===== src/rtl/mesh_feed_ctrl.sv =====
// mesh_feed_ctrl: driver side of the 2x2 systolic mesh multiplier.
// Latches a job of two 2x2 matrices, clears the mesh, streams the
// coefficients with the enable schedule the mesh expects, then captures
// the four products and returns them with a one-cycle DONE pulse.
// Optional macro MESH_FEED_BTB_EN: START is also accepted in FIN so
// back-to-back jobs skip the IDLE cycle.
module mesh_feed_ctrl #(
    parameter int DW = 4,
    parameter int RW = 8
) (
    input  logic            CLK,
    input  logic            RST,
    input  logic            START,
    input  logic [4*DW-1:0] A_IN,
    input  logic [4*DW-1:0] B_IN,
    output logic            BUSY,
    output logic            DONE,
    output logic [4*RW-1:0] RES,
    output logic            MESH_RST,
    output logic [DW-1:0]   A00_O,
    output logic [DW-1:0]   A10_O,
    output logic [DW-1:0]   B00_O,
    output logic [DW-1:0]   B01_O,
    output logic            ENP,
    output logic            ENQ,
    output logic [3:0]      ENA,
    output logic [3:0]      ENR,
    input  logic [RW-1:0]   MTX00,
    input  logic [RW-1:0]   MTX01,
    input  logic [RW-1:0]   MTX10,
    input  logic [RW-1:0]   MTX11
);

    typedef enum logic [3:0] {
        S_IDLE, S_CLR, S_F0, S_F1, S_D2, S_D3, S_D4, S_CAP, S_FIN
    } state_t;

    state_t state_q, state_d;
    logic   accept;

    logic [4*DW-1:0] a_q, b_q;
    logic [4*RW-1:0] res_q;

    logic            mesh_rst_q, mesh_rst_d;
    logic            busy_q, busy_d;
    logic            done_q, done_d;
    logic [DW-1:0]   a0_q, a0_d, a1_q, a1_d, b0_q, b0_d, b1_q, b1_d;
    logic            enp_q, enp_d, enq_q, enq_d;
    logic [3:0]      ena_q, ena_d, enr_q, enr_d;

    // State register
    always_ff @(posedge CLK) begin
        if (!RST) state_q <= S_IDLE;
        else      state_q <= state_d;
    end

    // Next-state logic; accept marks the cycle where a new job is taken
    always_comb begin
        state_d = state_q;
        accept  = 1'b0;
        case (state_q)
            S_IDLE: if (START) begin
                state_d = S_CLR;
                accept  = 1'b1;
            end
            S_CLR:  state_d = S_F0;
            S_F0:   state_d = S_F1;
            S_F1:   state_d = S_D2;
            S_D2:   state_d = S_D3;
            S_D3:   state_d = S_D4;
            S_D4:   state_d = S_CAP;
            S_CAP:  state_d = S_FIN;
`ifdef MESH_FEED_BTB_EN
            S_FIN: begin
                if (START) begin
                    state_d = S_CLR;
                    accept  = 1'b1;
                end else begin
                    state_d = S_IDLE;
                end
            end
`else
            S_FIN:  state_d = S_IDLE;
`endif
            default: state_d = S_IDLE;
        endcase
    end

    // Job operand capture on the accepting edge
    always_ff @(posedge CLK) begin
        if (!RST) begin
            a_q <= '0;
            b_q <= '0;
        end else if (accept) begin
            a_q <= A_IN;
            b_q <= B_IN;
        end
    end

    // Output decode from the upcoming state so registered outputs line up
    // with the state they belong to
    always_comb begin
        mesh_rst_d = 1'b1;
        busy_d     = (state_d != S_IDLE) && (state_d != S_FIN);
        done_d     = 1'b0;
        a0_d       = '0;
        a1_d       = '0;
        b0_d       = '0;
        b1_d       = '0;
        enp_d      = 1'b0;
        enq_d      = 1'b0;
        ena_d      = 4'b0000;
        enr_d      = 4'b0000;
`ifdef MESH_FEED_BTB_EN
        // BUSY is registered, so FIN's value must be chosen one cycle
        // early; START seen during CAP predicts a chained job.
        if (state_d == S_FIN) busy_d = START;
`endif
        case (state_d)
            S_CLR: mesh_rst_d = 1'b0;
            S_F0: begin
                a0_d  = a_q[0*DW +: DW];   // A00
                a1_d  = a_q[2*DW +: DW];   // A10
                b0_d  = b_q[0*DW +: DW];   // B00
                b1_d  = b_q[1*DW +: DW];   // B01
                enp_d = 1'b1;
                ena_d = 4'b0001;
            end
            S_F1: begin
                a0_d  = a_q[1*DW +: DW];   // A01
                a1_d  = a_q[3*DW +: DW];   // A11
                b0_d  = b_q[2*DW +: DW];   // B10
                b1_d  = b_q[3*DW +: DW];   // B11
                enp_d = 1'b1;
                enq_d = 1'b1;
                ena_d = 4'b0111;
            end
            S_D2: begin
                enq_d = 1'b1;
                ena_d = 4'b1110;
                enr_d = 4'b0001;
            end
            S_D3: begin
                ena_d = 4'b1000;
                enr_d = 4'b0110;
            end
            S_D4:  enr_d  = 4'b1000;
            S_FIN: done_d = 1'b1;
            default: ;
        endcase
    end

    // Registered mesh drive and handshake outputs
    always_ff @(posedge CLK) begin
        if (!RST) begin
            mesh_rst_q <= 1'b0;
            busy_q     <= 1'b0;
            done_q     <= 1'b0;
            a0_q       <= '0;
            a1_q       <= '0;
            b0_q       <= '0;
            b1_q       <= '0;
            enp_q      <= 1'b0;
            enq_q      <= 1'b0;
            ena_q      <= 4'b0000;
            enr_q      <= 4'b0000;
        end else begin
            mesh_rst_q <= mesh_rst_d;
            busy_q     <= busy_d;
            done_q     <= done_d;
            a0_q       <= a0_d;
            a1_q       <= a1_d;
            b0_q       <= b0_d;
            b1_q       <= b1_d;
            enp_q      <= enp_d;
            enq_q      <= enq_d;
            ena_q      <= ena_d;
            enr_q      <= enr_d;
        end
    end

    // Result capture at the end of CAP; held until the next job's CAP
    always_ff @(posedge CLK) begin
        if (!RST)                 res_q <= '0;
        else if (state_q == S_CAP) res_q <= {MTX11, MTX10, MTX01, MTX00};
    end

    assign MESH_RST = mesh_rst_q;
    assign BUSY     = busy_q;
    assign DONE     = done_q;
    assign RES      = res_q;
    assign A00_O    = a0_q;
    assign A10_O    = a1_q;
    assign B00_O    = b0_q;
    assign B01_O    = b1_q;
    assign ENP      = enp_q;
    assign ENQ      = enq_q;
    assign ENA      = ena_q;
    assign ENR      = enr_q;

endmodule


===== config.mk =====
export PLATFORM = sky130hd
export DESIGN_NAME = mesh_feed_ctrl
export DESIGN_NICKNAME = d
export VERILOG_FILES = /design/src/rtl/mesh_feed_ctrl.sv
export SDC_FILE = /design/constraint.sdc
export NUM_CORES = 1
export LEC_CHECK = 0
export BUFFER_PORTS_ARGS = -buffer_cell sky130_fd_sc_hd__clkbuf_2
export CAP_MARGIN = 20
export CORE_MARGIN = 2
export CORE_UTILIZATION = 30
export DETAILED_ROUTE_END_ITERATION = 6
export RECOVER_POWER = 25
export SYNTH_ARGS = -nofsm -noshare
export SYNTH_HDL_FRONTEND = slang
export SYNTH_SLANG_ARGS = --single-unit

===== constraint.sdc =====
create_clock -name CLK -period 1.8 [get_ports CLK]
set_input_delay 0.27 -clock CLK [delete_from_list [all_inputs] [get_ports CLK]]
set_output_delay 0.27 -clock CLK [all_outputs]
set_load 0.005 [all_outputs]

=== After elaboration in Yosys (flattened, before gate mapping) ===
Index checks and enable logic that the tools add are counted.

* Flip-flop bits (word level): 97
* Latch bits: 0
* RAM bits: 0
* Memory bits (read-only): 0
* Bits of input ports: 67
* Memories kept: 0

* $add $sub $neg: 0
* Multiply operators: 0
* Divide/modulo/power cells: 0
* Magnitude comparators: 0
* Equal/unequal tests: 15
* Shifts and indexed selects: 0
* Multiplexer cells: 14
* Bitwise operators: 0
* Reduce and logical (&&, ||, !) cells: 5

{| class="wikitable"
|+ Operator list
! kind !! number
|-
| one-hot mux 4 bit (2 select lines) || 4
|-
| one-hot mux 4 bit (8 select lines) || 1
|-
| equality test 4 x 3 -> 1 bit, second input constant || 7
|-
| equality test 4 x 2 -> 1 bit, second input constant || 4
|-
| one-hot mux 4 bit (4 select lines) || 1
|-
| one-hot mux 4 bit (3 select lines) || 1
|-
| equality test 4 x 1 -> 1 bit, second input constant || 2
|-
| 2-to-1 mux 1 bit || 6
|-
| equality test 4 bit, second input constant || 1
|-
| logical NOT 4 bit || 1
|-
| 2-to-1 mux 4 bit || 1
|-
| != test 4 bit, second input constant || 1
|-
| nonzero test 4 bit || 1
|-
| OR reduction 2 bit || 2
|-
| logical AND 1 bit || 1
|}

=== Depth between registers and ports, before layout ===
Gate-level depths: netlist of run 1.

* Depth after elaboration: 5
* Gate-level depth with buffers: 6

=== Worst setup path after synthesis of run 1 ===
Ideal clock, no wire load.

* Kind: flip-flop to flip-flop
* Start point: reg state_q[0]
* End point: reg a0_q[0], in the netlist A00_O[0]
* Data arrival time: 1.257 ns
* Required time: 1.743 ns
* Path slack: 0.486 ns
* Cell stages (with the launch flop): 6
* Path buffers: 2
* Period minus slack after synthesis: 1.314 ns
* Cells stage by stage: dfxtp_1 > buf_6 > nand2b_4 > nor4b_4 > buf_6 > a22o_2

* Word-level cells in the longest chain between the ends: 4
* Elaborated cells on any way between the ends: 13

{| class="wikitable"
|+ Ends and longest elaborated chain
! element !! line !! text
|-
| start: declaration || 38 || <nowiki>state_t state_q, state_d;</nowiki>
|-
| start signal: assignment || 54 || <nowiki>else state_q <= state_d;</nowiki>
|-
| equality test 4 x 3 -> 1 bit (tied with other cells) || 61 || <nowiki>case (state_q)</nowiki>
|-
| one-hot mux 4 bit (8 select lines) * || 61 ||
|-
| equality test 4 x 2 -> 1 bit || 119 || <nowiki>case (state_d)</nowiki>
|-
| one-hot mux 4 bit (2 select lines) * || 119 ||
|-
| end signal: assignment || 159 || <nowiki>a0_q <= '0;</nowiki>
|-
| end signal: assignment || 171 || <nowiki>a0_q <= a0_d;</nowiki>
|-
| end: declaration || 47 || <nowiki>logic [DW-1:0] a0_q, a0_d, a1_q, a1_d, b0_q, b0_d, b1_q, b1_d;</nowiki>
|}

Every way passes the cells marked *; elsewhere a longest branch is shown, timed or not.
A chain may end at the register's enable or synchronous reset.

=== Final worst setup path of run 1 ===
* Start point: reg state_q[0]
* End point: reg ena_q[0], in the netlist ENA[0]

* Word-level cells in the longest chain between the ends: 4
* Elaborated cells on any way between the ends: 15

{| class="wikitable"
|+ Ends and longest elaborated chain
! element !! line !! text
|-
| equality test 4 x 3 -> 1 bit (tied with other cells) || 61 ||
|-
| one-hot mux 4 bit (8 select lines) * || 61 ||
|-
| equality test 4 x 3 -> 1 bit / equality test 4 x 2 -> 1 bit (equally long branches) || 119 ||
|-
| one-hot mux 4 bit (4 select lines) * || 119 ||
|-
| end signal: assignment || 177 || <nowiki>ena_q <= ena_d;</nowiki>
|-
| end: declaration || 49 || <nowiki>logic [3:0] ena_q, ena_d, enr_q, enr_d;</nowiki>
|}

Marks and branches as above.

==> flow_metrics.env, run 1 <==
export IMPL_diodes=0
export IMPL_mappedNetlistArea_mm2=0.00347
export IMPL_period_minus_slack_ns=1.53
export IMPL_fin_area_mm2=0.00448
export IMPL_maxSlewHeadroom_pct=65.3
export IMPL_yosysWarnings=0
export IMPL_tritoncts="built"
export IMPL_cp_start_kind="flop"
export IMPL_yosysSeqAreaShare_pct=54.2
export IMPL_worst_pin_slew_ns=0.518
export IMPL_die_h_um=112
export IMPL_met2RoutedLength_um=3800
export IMPL_start_util_pct=30.6
export IMPL_crit_fanout=17
export IMPL_yosys_area_share_simple_pct=19.3
export IMPL_gr_usage_all_layers_pct=12.7
export IMPL_synth_largest_area_cell="dfxtp_1"
export IMPL_syn_nets=432
export IMPL_synth_compound_area_share_pct=12.0
export IMPL_synth_fa_ha_area_share_pct=0
export IMPL_cts_resized=0
export IMPL_critPathArrivalTime_ns=1.74
export IMPL_grt_pass1_vias=2693
export IMPL_synth_top_area_share_pct=54.2
export IMPL_drv_cap=0
export IMPL_antenna_found_initial=0
export IMPL_postSynthAreaPerCell_um2=9.52
export IMPL_drt_iter0_drc=94
export IMPL_wl_met3_um=292
export IMPL_maxSlewViolCount=0
export IMPL_fill_cells=1189
export IMPL_clk_path_buf_depth=2
export IMPL_irDropWorstVdd_uv=468
export IMPL_endpoint_kind="flop"
export IMPL_crit_buf_inv=2
export IMPL_tns_ns=0
export IMPL_cts_sinks=94
export IMPL_top_layer="met4"
export IMPL_syn_inst=365
export IMPL_first_pass_iters=4
export IMPL_cts_post_setup_buffers_inserted=0
export IMPL_hold_buffers=0
export IMPL_cp_top_family="simple AND/OR/NAND/NOR gates"
export IMPL_hold_class="input pin to flop"
export IMPL_drtAntennaViolNets=0
export IMPL_post_route_drc_count=0
export IMPL_overflow=0
export IMPL_cp_slowest_cell="dfxtp_1"
export IMPL_worstSetupPathType="flop to flop"
export IMPL_synth_area_leaders="dfxtp_1, nand2_1, mux2i_1, a21boi_0, a22o_2"
export IMPL_drive_gt1_share_pct=31.2
export IMPL_drt_vias_per_instance=4.38
export IMPL_m1WireLength_um=3520
export IMPL_muxShareOfSynthArea_pct=9.22
export IMPL_nNetsFinal=549
export IMPL_ys_flop_type="dfxtp_1"
export IMPL_num_vias=2761
export IMPL_fin_crit_sh_pct=84.7
export IMPL_worstPathRequired_ns=2.02
export IMPL_status="complete, no violations"
export IMPL_syn_to_final_growth_pct=28.8
export IMPL_power_density_mw_per_mm2=976
export IMPL_numCtsBuffers=9
export IMPL_synth_top_family_by_area="simple AND/OR/NAND/NOR gates"
export IMPL_io_buffers=127
export IMPL_grt_start_max_net_pins=105
export IMPL_rsz0062_at_grt="false"
export IMPL_synth_edf_count=0
export IMPL_synthArstFlopShare_pct=0
export IMPL_synth_xor_area_share_pct=0.252
export IMPL_yosys_register_bits=94
export IMPL_grt_pass1_wl_um=12700
export IMPL_dieArea_mm2=0.0125
export IMPL_clk_insertion_delay_late_ns=0.34
export IMPL_finalHoldViolCount=0
export IMPL_place_area_mm2=0.00423
export IMPL_power_leakage_nw=1.95
export IMPL_synth_cell_type_count=29
export IMPL_setup_viol=0
export IMPL_cp_slowest_stage_delay_ns=0.32
export IMPL_max_clock_freq_mhz=656
export IMPL_wl_per_cell_um=12.5
export IMPL_clk_root_buffer_cell="clkbuf_16"
export IMPL_die_w_um=112
export IMPL_htreeDepth=3
export IMPL_pin_count=128
export IMPL_num_rows=39
export IMPL_path_cells="clkbuf_1, nand2b_1, nor4b_4, buf_4, or2_2"
export IMPL_gp_congestion=0.737
export IMPL_totalWireLength_um=7860
export IMPL_fin_skew_ns=0.00821
export IMPL_cts_clk_slew_worst_paths_ns=0.06
export IMPL_dpl_hpwl_um=5450
export IMPL_fp_coreArea_mm2=0.0114
==> worst paths after layout <==
path                                            start                   end  slack [ns]  cells past startpoint
worst max-delay path            state_q[0]$_SDFF_PN0_     ENA[0]$_SDFF_PN0_        0.27                      5
worst min-delay path                         A_IN[14]  a_q[14]$_SDFFE_PN0P_        0.16                      3
worst max register to register  state_q[0]$_SDFF_PN0_     ENA[0]$_SDFF_PN0_        0.27                      5
worst min register to register   RES[11]$_SDFFE_PN0N_  RES[11]$_SDFFE_PN0N_        0.46                      2
==> layer usage <==
metal / up-vias / track usage [%]
li1: 1433 / -
met1: 1257 / 15.5
met2: 56 / 20.8
met3: 15 / 2.40
met4: 0 / 7.57
met5: - / 0
==> Yosys cell counts (all sizes together), types with 2 or more instances <==
library cell / n
nor3: 4
mux2i: 32
nor2: 6
and3: 3
dfxtp: 94
a22o: 16
nand2: 129
nand2b: 3
clkbuf: 12
a21boi: 33
and2: 2
buf: 19
==> tightest hold or removal path, delay by kind of cell <==
kind | cells | cell delay, ns
buffers and inverters | 1 | 0.08
multiplexers | 1 | 0.06
AND/OR/NAND/NOR | 1 | 0.05
==> final cells by class <==
cell class                      instances  area (µm²)  share of cell area, %
Sequential cell                        94        1880                   42.0
Multi-Input combinational cell        239        1410                   31.5
Timing Repair Buffer                  137         733                   16.4
Clock buffer                           11         233                   5.20
Tap cell                              143         179                   4.00
Clock inverter                          5        36.3                  0.811
Inverter                                1        3.75                 0.0838
==> power by group <==
part / switching (mW) / internal, mW / leakage, nW / total, mW
clock network: 0.779 / 0.937 / 0.122 / 1.72
registers: 0.0457 / 2.18 / 0.764 / 2.23
logic: 0.211 / 0.213 / 1.06 / 0.424
total: 1.04 / 3.33 / 1.95 / 4.37
==> cell families (layout without fill, tap and decap cells) <==
family | Yosys count | in the layout
mux | 32 | 32
xor+xnor | 1 | 1
buf+inv | 32 | 154
compound gates | 51 | 51
flops | 94 | 94
simple gates | 155 | 155
==> metrics by stage <==
step	total power, mW	hold WS [ns]	std cells	setup WS [ns]	util, %
global route	4.57	0.164	630	0.169	39.4
floorplan	2.55	0.412	365	0.486	-
CTS	4.43	0.150	630	0.335	39.6
global placement	2.70	0.443	613	0.0178	37.1
detailed placement	2.71	0.450	614	0.167	37.2
finish	4.37	0.159	630	0.275	39.4
==> layout by cell type, fill, tap and decap left out, drive strengths merged, types with 2 or more instances in the layout <==
cell	count
nor2	6
a22o	16
clkbuf	138
buf	10
nand2b	3
clkinvlp	3
nor3	4
a21boi	33
dfxtp	94
nand2	129
and3	3
mux2i	32
clkinv	2
and2	2
==> flip-flops by register name, summed over array words and instances, names as in the netlist, 3 cells and up <==
name	flops
A00_O	4
A10_O	4
B00_O	4
B01_O	4
ENA	3
ENR	3
RES	32
a_q	16
b_q	16
state_q	4
Power figures use the tool's default switching activity.
==> run 2: changes to the inputs <==
ABC_AREA = 1   (was unset)
clock period = 1.4 ns   (was 1.8 ns; I/O delays follow)
==> run 2 against run 1 <==
  * Power grew 47%
  * Final cell count up 31%
  * Utilization is 0.92 points higher
  * Fmax is 21% higher
  * Sequential share of layout area fell by 3.6 points
  * Clock power rose by 62%
  * Synthesized area increased by 8.7%
  * Clock skew shrank 0.00097 ns
  * Via count rose by 23%
  * Routed wire length grew 17%
  * Largest cell class unchanged
==> flow_metrics.env, run 2 <==
export IMPL_status="complete, no violations"
export IMPL_cts_post_setup_buffers_inserted=0
export IMPL_tritoncts="built"
export IMPL_place_area_mm2=0.00456
export IMPL_rsz0062_at_grt="false"
export IMPL_cp_start_kind="flop"
export IMPL_synth_cell_type_count=21
export IMPL_synth_most_common_cell="nand2_1"
export IMPL_layout_setup_ws_ns=0.137
export IMPL_die_h_um=116
export IMPL_dieArea_mm2=0.0135
export IMPL_yosys_register_bits=94
export IMPL_diodes=0
export IMPL_cts_sinks=94
export IMPL_io_buffers=127
export IMPL_num_vias=3394
export IMPL_worstSetupPathType="flop to flop"
export IMPL_sequentialPowerShare_pct=45.2
export IMPL_ys_flop_type="dfxtp_1"
export IMPL_fin_skew_ns=0.00724
export IMPL_postSynthAreaPerCell_um2=7.01
export IMPL_start_util_pct=31.0
export IMPL_dp_slack_ns=-0.0555
export IMPL_irDropWorstVdd_uv=707
export IMPL_clk_insertion_delay_late_ns=0.34
export IMPL_power_density_mw_per_mm2=1310
export IMPL_maxSlewViolCount=0
export IMPL_synth_edf_count=0
export IMPL_dpl_hpwl_um=6380
export IMPL_crit_fanout=32
export IMPL_drv_cap=0
export IMPL_num_rows=40
export IMPL_gr_usage_all_layers_pct=14.1
export IMPL_worst_pin_slew_ns=0.400
export IMPL_die_w_um=116
export IMPL_endpoint_kind="flop"
export IMPL_fin_crit_sh_pct=90.2
export IMPL_drt_vias_per_instance=4.10
export IMPL_antenna_found_initial=0
export IMPL_wl_per_cell_um=11.1
export IMPL_critPathArrivalTime_ns=1.50
export IMPL_hold_class="input pin to flop"
export IMPL_syn_to_final_growth_pct=29.8
export IMPL_htreeDepth=3
export IMPL_first_pass_iters=4
export IMPL_yosysWarnings=0
export IMPL_cp_slowest_cell="dfxtp_2"
export IMPL_clk_path_buf_depth=2
export IMPL_largest_reg_flops=32
export IMPL_pin_count=128
export IMPL_crit_start="state_q[0]$_SDFF_PN0_"
export IMPL_syn_nets=606
export IMPL_internal_power_mw=4.86
export IMPL_synth_area_leaders="dfxtp_1, nand2_1, nor2_1, inv_1, nand4_1"
export IMPL_min_from="MTX01[7]"
export IMPL_synthArstFlopShare_pct=0
export IMPL_cp_slowest_stage_delay_ns=0.36
export IMPL_reg2reg_from="state_q[0]$_SDFF_PN0_"
export IMPL_fp_coreArea_mm2=0.0122
export IMPL_regArea_mm2=0.00189
export IMPL_clk_root_buffer_cell="clkbuf_16"
export IMPL_yosysSeqAreaShare_pct=49.8
export IMPL_tns_ns=0
export IMPL_drive_gt1_share_pct=22.4
export IMPL_power_share_switching_pct=24.1
export IMPL_switching_power_mw=1.54
export IMPL_numCtsBuffers=9
export IMPL_finalHoldViolCount=0
export IMPL_final_common_cell="nand2_1"
export IMPL_drt_iter0_drc=164
export IMPL_grt_pass1_wl_um=14800
export IMPL_nNetsFinal=722
export IMPL_path_cells="nor2_4, buf_4, nand4_1, nand2_1, nor2_1"
export IMPL_timing_hold_ws_ns=0.104
export IMPL_overflow=0
export IMPL_cp_top_family="simple AND/OR/NAND/NOR gates"
export IMPL_power_leakage_nw=2.61
export IMPL_p_comb_share_pct=11.2
export IMPL_totalWireLength_um=9220
export IMPL_syn_inst=539
export IMPL_gp_congestion=0.772
export IMPL_most_common_layout_cells="nand2_1, clkbuf_2, nor2_1, inv_1, dfxtp_1"
export IMPL_fill_cells=1313
export IMPL_netlist_top_cells_count="nand2_1, nor2_1, inv_1, dfxtp_1, nand4_1"
export IMPL_post_route_drc_count=0
export IMPL_max_clock_freq_mhz=792
export IMPL_maxSlewHeadroom_pct=73.3
export IMPL_synth_top_area_share_pct=49.8
export IMPL_grt_pass1_vias=3246
export IMPL_worstPathRequired_ns=1.64
export IMPL_period_minus_slack_ns=1.26
export IMPL_multi_input_area_mm2=0.00132
export IMPL_cts_clk_slew_worst_paths_ns=0.07
export IMPL_mappedNetlistArea_mm2=0.00378
export IMPL_grt_start_max_net_pins=37
export IMPL_synth_largest_area_cell="dfxtp_1"
export IMPL_clkPwrFrac_pct=43.6
export IMPL_setup_viol=0
export IMPL_crit_buf_inv=1
export IMPL_fin_area_mm2=0.00490
export IMPL_drtAntennaViolNets=0
[run 2: cell count changes after synthesis, sizes merged, moves of 3 or more]
cell | before | now
inv | 1 | 106
nor2 | 6 | 109
o21ai | 0 | 35
nand4 | 0 | 34
a21boi | 33 | 0
mux2i | 32 | 0
a22o | 16 | 0
nand2 | 129 | 121
nand3 | 0 | 5
nor3 | 4 | 0
and3 | 3 | 0
nand2b | 3 | 0
[run 2: cells by family (layout without fill, tap and decap cells)]
kind of cell | count (synthesis) | count (layout) | share of synthesized area [%]
and+or+nand+nor | 269 | 269 | 30.1
buffers and inverters | 140 | 261 | 15.3
DFF | 94 | 94 | 49.8
AOI/OAI and AO/OA | 36 | 36 | 4.77
[run 2: worst register-to-register path: stages, from the launching register on]
cell and delay [ns]:
dfxtp_2 0.36, nor2_4 0.16, buf_4 0.36, nand4_1 0.17
nand2_1 0.09, nor2_1 0.04
[run 2: final timing paths]
| check | slack [ns] | to | cells after the start |
|---|---|---|---|
| setup / recovery | 0.14 | a_q[9]$_SDFFE_PN0P_ | 5 |
| setup reg to reg | 0.14 | a_q[9]$_SDFFE_PN0P_ | 5 |
| hold reg to reg | 0.44 | A10_O[2]$_SDFF_PN0_ | 2 |
| hold / removal | 0.10 | RES[15]$_SDFFE_PN0N_ | 3 |
[run 2: per-stage QoR]
stage / util, % / instances / total power, mW
global placement: 37.5 / 812 / 3.66
CTS: 40.4 / 828 / 6.50
finish: 40.3 / 828 / 6.40
global route: 40.3 / 828 / 6.74
detailed placement: 37.5 / 812 / 3.68
floorplan: - / 539 / 3.42
[run 2: layout make-up]
| cell class | count | share of cell area, % |
|---|---|---|
| inverter | 108 | 8.40 |
| clock inverter | 7 | 2.48 |
| tap | 168 | 4.29 |
| timing repair buffer | 137 | 14.9 |
| clock buffer | 9 | 4.60 |
| sequential | 94 | 38.5 |
| multi-input combinational | 305 | 26.9 |
[run 2: timing repair]
action                                 in CTS  in global routing
gates resized for setup                     1                  5
hold buffers                                0                  0
endpoints found under the hold margin       0                  0
setup endpoints to repair                  28                 13
[run 2: power groups by stage]
stage               Clock, mW  Combinational (mW)  Sequential, mW
finish                   2.79               0.717            2.89
CTS                      2.88               0.730            2.89
global placement            0               0.713            2.95
floorplan                   0               0.472            2.94
detailed placement          0               0.725            2.95
global route             2.99               0.836            2.91
[run 2: routing by layer]
| metal | track usage [%] | vias to the layer above | share of wire (%) |
|---|---|---|---|
| met5 | 0 | - | 0 |
| met4 | 6.35 | 0 | 2.3 |
| met3 | 3.89 | 16 | 4.3 |
| met2 | 24.0 | 68 | 49 |
| met1 | 16.7 | 1478 | 45 |
| li1 | - | 1832 | - |
==> run 3: changes to the inputs <==
CTS_BUF_LIST = sky130_fd_sc_hd__clkbuf_8   (was unset)
MAX_ROUTING_LAYER = met4   (was unset)
==> run 3 against run 2 <==
  * Die area is the same
  * Combinational power is essentially flat
  * Count of clock-buffer cells in the layout is the same
  * Clock power shrank 22%
  * Final cell count is the same
  * Power shrank 9.8%
==> flow_metrics.env, run 3 (synthesis gave the netlist of run 2 again) <==
export IMPL_status="complete, no violations"
export IMPL_cts_post_setup_buffers_inserted=0
export IMPL_cp_start_kind="flop"
export IMPL_numCtsBuffers=9
export IMPL_start_util_pct=31.0
export IMPL_dp_slack_ns=-0.0555
export IMPL_wl_per_cell_um=11.1
export IMPL_clk_path_buf_depth=2
export IMPL_fin_area_mm2=0.00480
export IMPL_grt_start_max_net_pins=37
export IMPL_io_buffers=127
export IMPL_dieArea_mm2=0.0135
export IMPL_cp_slowest_stage_delay_ns=0.37
export IMPL_clk_insertion_delay_late_ns=0.36
export IMPL_first_pass_iters=4
export IMPL_tritoncts="built"
export IMPL_drt_iter0_drc=180
export IMPL_nNetsFinal=722
export IMPL_place_area_mm2=0.00456
export IMPL_drive_gt1_share_pct=22.6
export IMPL_htreeDepth=3
export IMPL_power_leakage_nw=2.57
export IMPL_cts_clk_slew_worst_paths_ns=0.09
export IMPL_gr_usage_all_layers_pct=14.5
export IMPL_grt_pass1_wl_um=14800
export IMPL_final_common_cell="nand2_1"
export IMPL_diodes=0
export IMPL_period_minus_slack_ns=1.26
export IMPL_largest_reg_flops=32
export IMPL_pin_count=128
export IMPL_dpl_hpwl_um=6380
export IMPL_setup_viol=0
export IMPL_maxSlewViolCount=0
export IMPL_max_clock_freq_mhz=791
export IMPL_hold_buffers=0
export IMPL_critPathArrivalTime_ns=1.53
export IMPL_syn_to_final_growth_pct=27.1
export IMPL_fill_cells=1316
export IMPL_worstPathRequired_ns=1.67
export IMPL_rsz0062_at_grt="false"
export IMPL_hold_class="input pin to flop"
export IMPL_worstHoldPathCells=3
export IMPL_layout_setup_ws_ns=0.136
export IMPL_most_common_layout_cells="nand2_1, clkbuf_2, nor2_1, inv_1, dfxtp_1"
export IMPL_maxSlewHeadroom_pct=73.1
export IMPL_fp_coreArea_mm2=0.0122
export IMPL_power_density_mw_per_mm2=1200
export IMPL_path_cells="nor2_4, buf_4, nand4_1, nand2_1, nor2_1"
export IMPL_crit_fanout=32
export IMPL_irDropWorstVdd_uv=594
export IMPL_fin_skew_ns=0.00633
export IMPL_post_route_drc_count=0
export IMPL_worst_pin_slew_ns=0.403
export IMPL_cts_sinks=94
export IMPL_totalWireLength_um=9170
export IMPL_cp_slowest_cell="dfxtp_2"
export IMPL_endpoint_kind="flop"
export IMPL_drt_vias_per_instance=4.13
export IMPL_drtAntennaViolNets=0
export IMPL_num_vias=3418
export IMPL_clk_root_buffer_cell="clkbuf_8"
export IMPL_worstSetupPathType="flop to flop"
export IMPL_die_h_um=116
export IMPL_drv_cap=0
export IMPL_die_w_um=116
export IMPL_reg2regPathDepth=5
export IMPL_overflow=0
export IMPL_fin_crit_sh_pct=90.3
export IMPL_antenna_found_initial=0
export IMPL_finalHoldViolCount=0
export IMPL_num_rows=40
export IMPL_gp_congestion=0.782
export IMPL_grt_pass1_vias=3263
==> run 3: path summary, 6_finish.rpt <==
| check | from | end | slack [ns] |
|---|---|---|---|
| hold reg to reg | a_q[14]$_SDFFE_PN0P_ | A10_O[2]$_SDFF_PN0_ | 0.45 |
| setup reg to reg | state_q[0]$_SDFF_PN0_ | a_q[9]$_SDFFE_PN0P_ | 0.14 |
| setup / recovery | state_q[0]$_SDFF_PN0_ | a_q[9]$_SDFFE_PN0P_ | 0.14 |
| hold / removal | MTX01[7] | RES[15]$_SDFFE_PN0N_ | 0.08 |
==> run 3: metrics by stage <==
step / TNS (ns) / total power, mW / instances / util [%] / hold slack (ns)
after floorplan: 0 / 3.42 / 539 / - / 0.357
after global placement: 0 / 3.66 / 812 / 37.5 / 0.429
after detailed placement: -0.197 / 3.68 / 812 / 37.5 / 0.433
after CTS: 0 / 5.86 / 828 / 39.6 / 0.0591
after global routing: 0 / 6.10 / 828 / 39.5 / 0.0726
final: 0 / 5.78 / 828 / 39.5 / 0.0761
==> run 3: final cells by class <==
| type | count | area [µm²] | share of cell area [%] |
|---|---|---|---|
| tap | 168 | 210 | 4.38 |
| clock inverter | 7 | 121 | 2.53 |
| clock buffer | 9 | 124 | 2.58 |
| inverter | 108 | 412 | 8.57 |
| sequential | 94 | 1890 | 39.3 |
| timing repair buffer | 137 | 731 | 15.2 |
| multi-input combinational | 305 | 1320 | 27.4 |
==> run 3: power by group <==
| group | leakage, nW | switching [mW] | total, mW | internal (mW) |
|---|---|---|---|---|
| Combinational | 1.69 | 0.426 | 0.717 | 0.291 |
| Clock | 0.112 | 0.976 | 2.17 | 1.19 |
| Sequential | 0.768 | 0.0730 | 2.89 | 2.82 |
| Total | 2.57 | 1.47 | 5.78 | 4.30 |
==> run 3: what timing repair did <==
action,CTS,global route
endpoints found under the setup margin,32,15
resized for setup,1,5
endpoints found under the hold margin,0,0
==> run 3: worst max-delay path: cells and delay by family (launching register included) <==
kind	cells	cell delay, ns
buf+inv	1	0.36
simple gates	4	0.44
flops	1	0.37
==> run 3: metal layers <==
layer / up-vias / track usage [%] / wire [µm]
met5: - / - / 0
met4: 0 / 7.54 / 288
met3: 22 / 2.54 / 314
met2: 73 / 24.1 / 4460
met1: 1492 / 16.8 / 4110
li1: 1831 / - / -
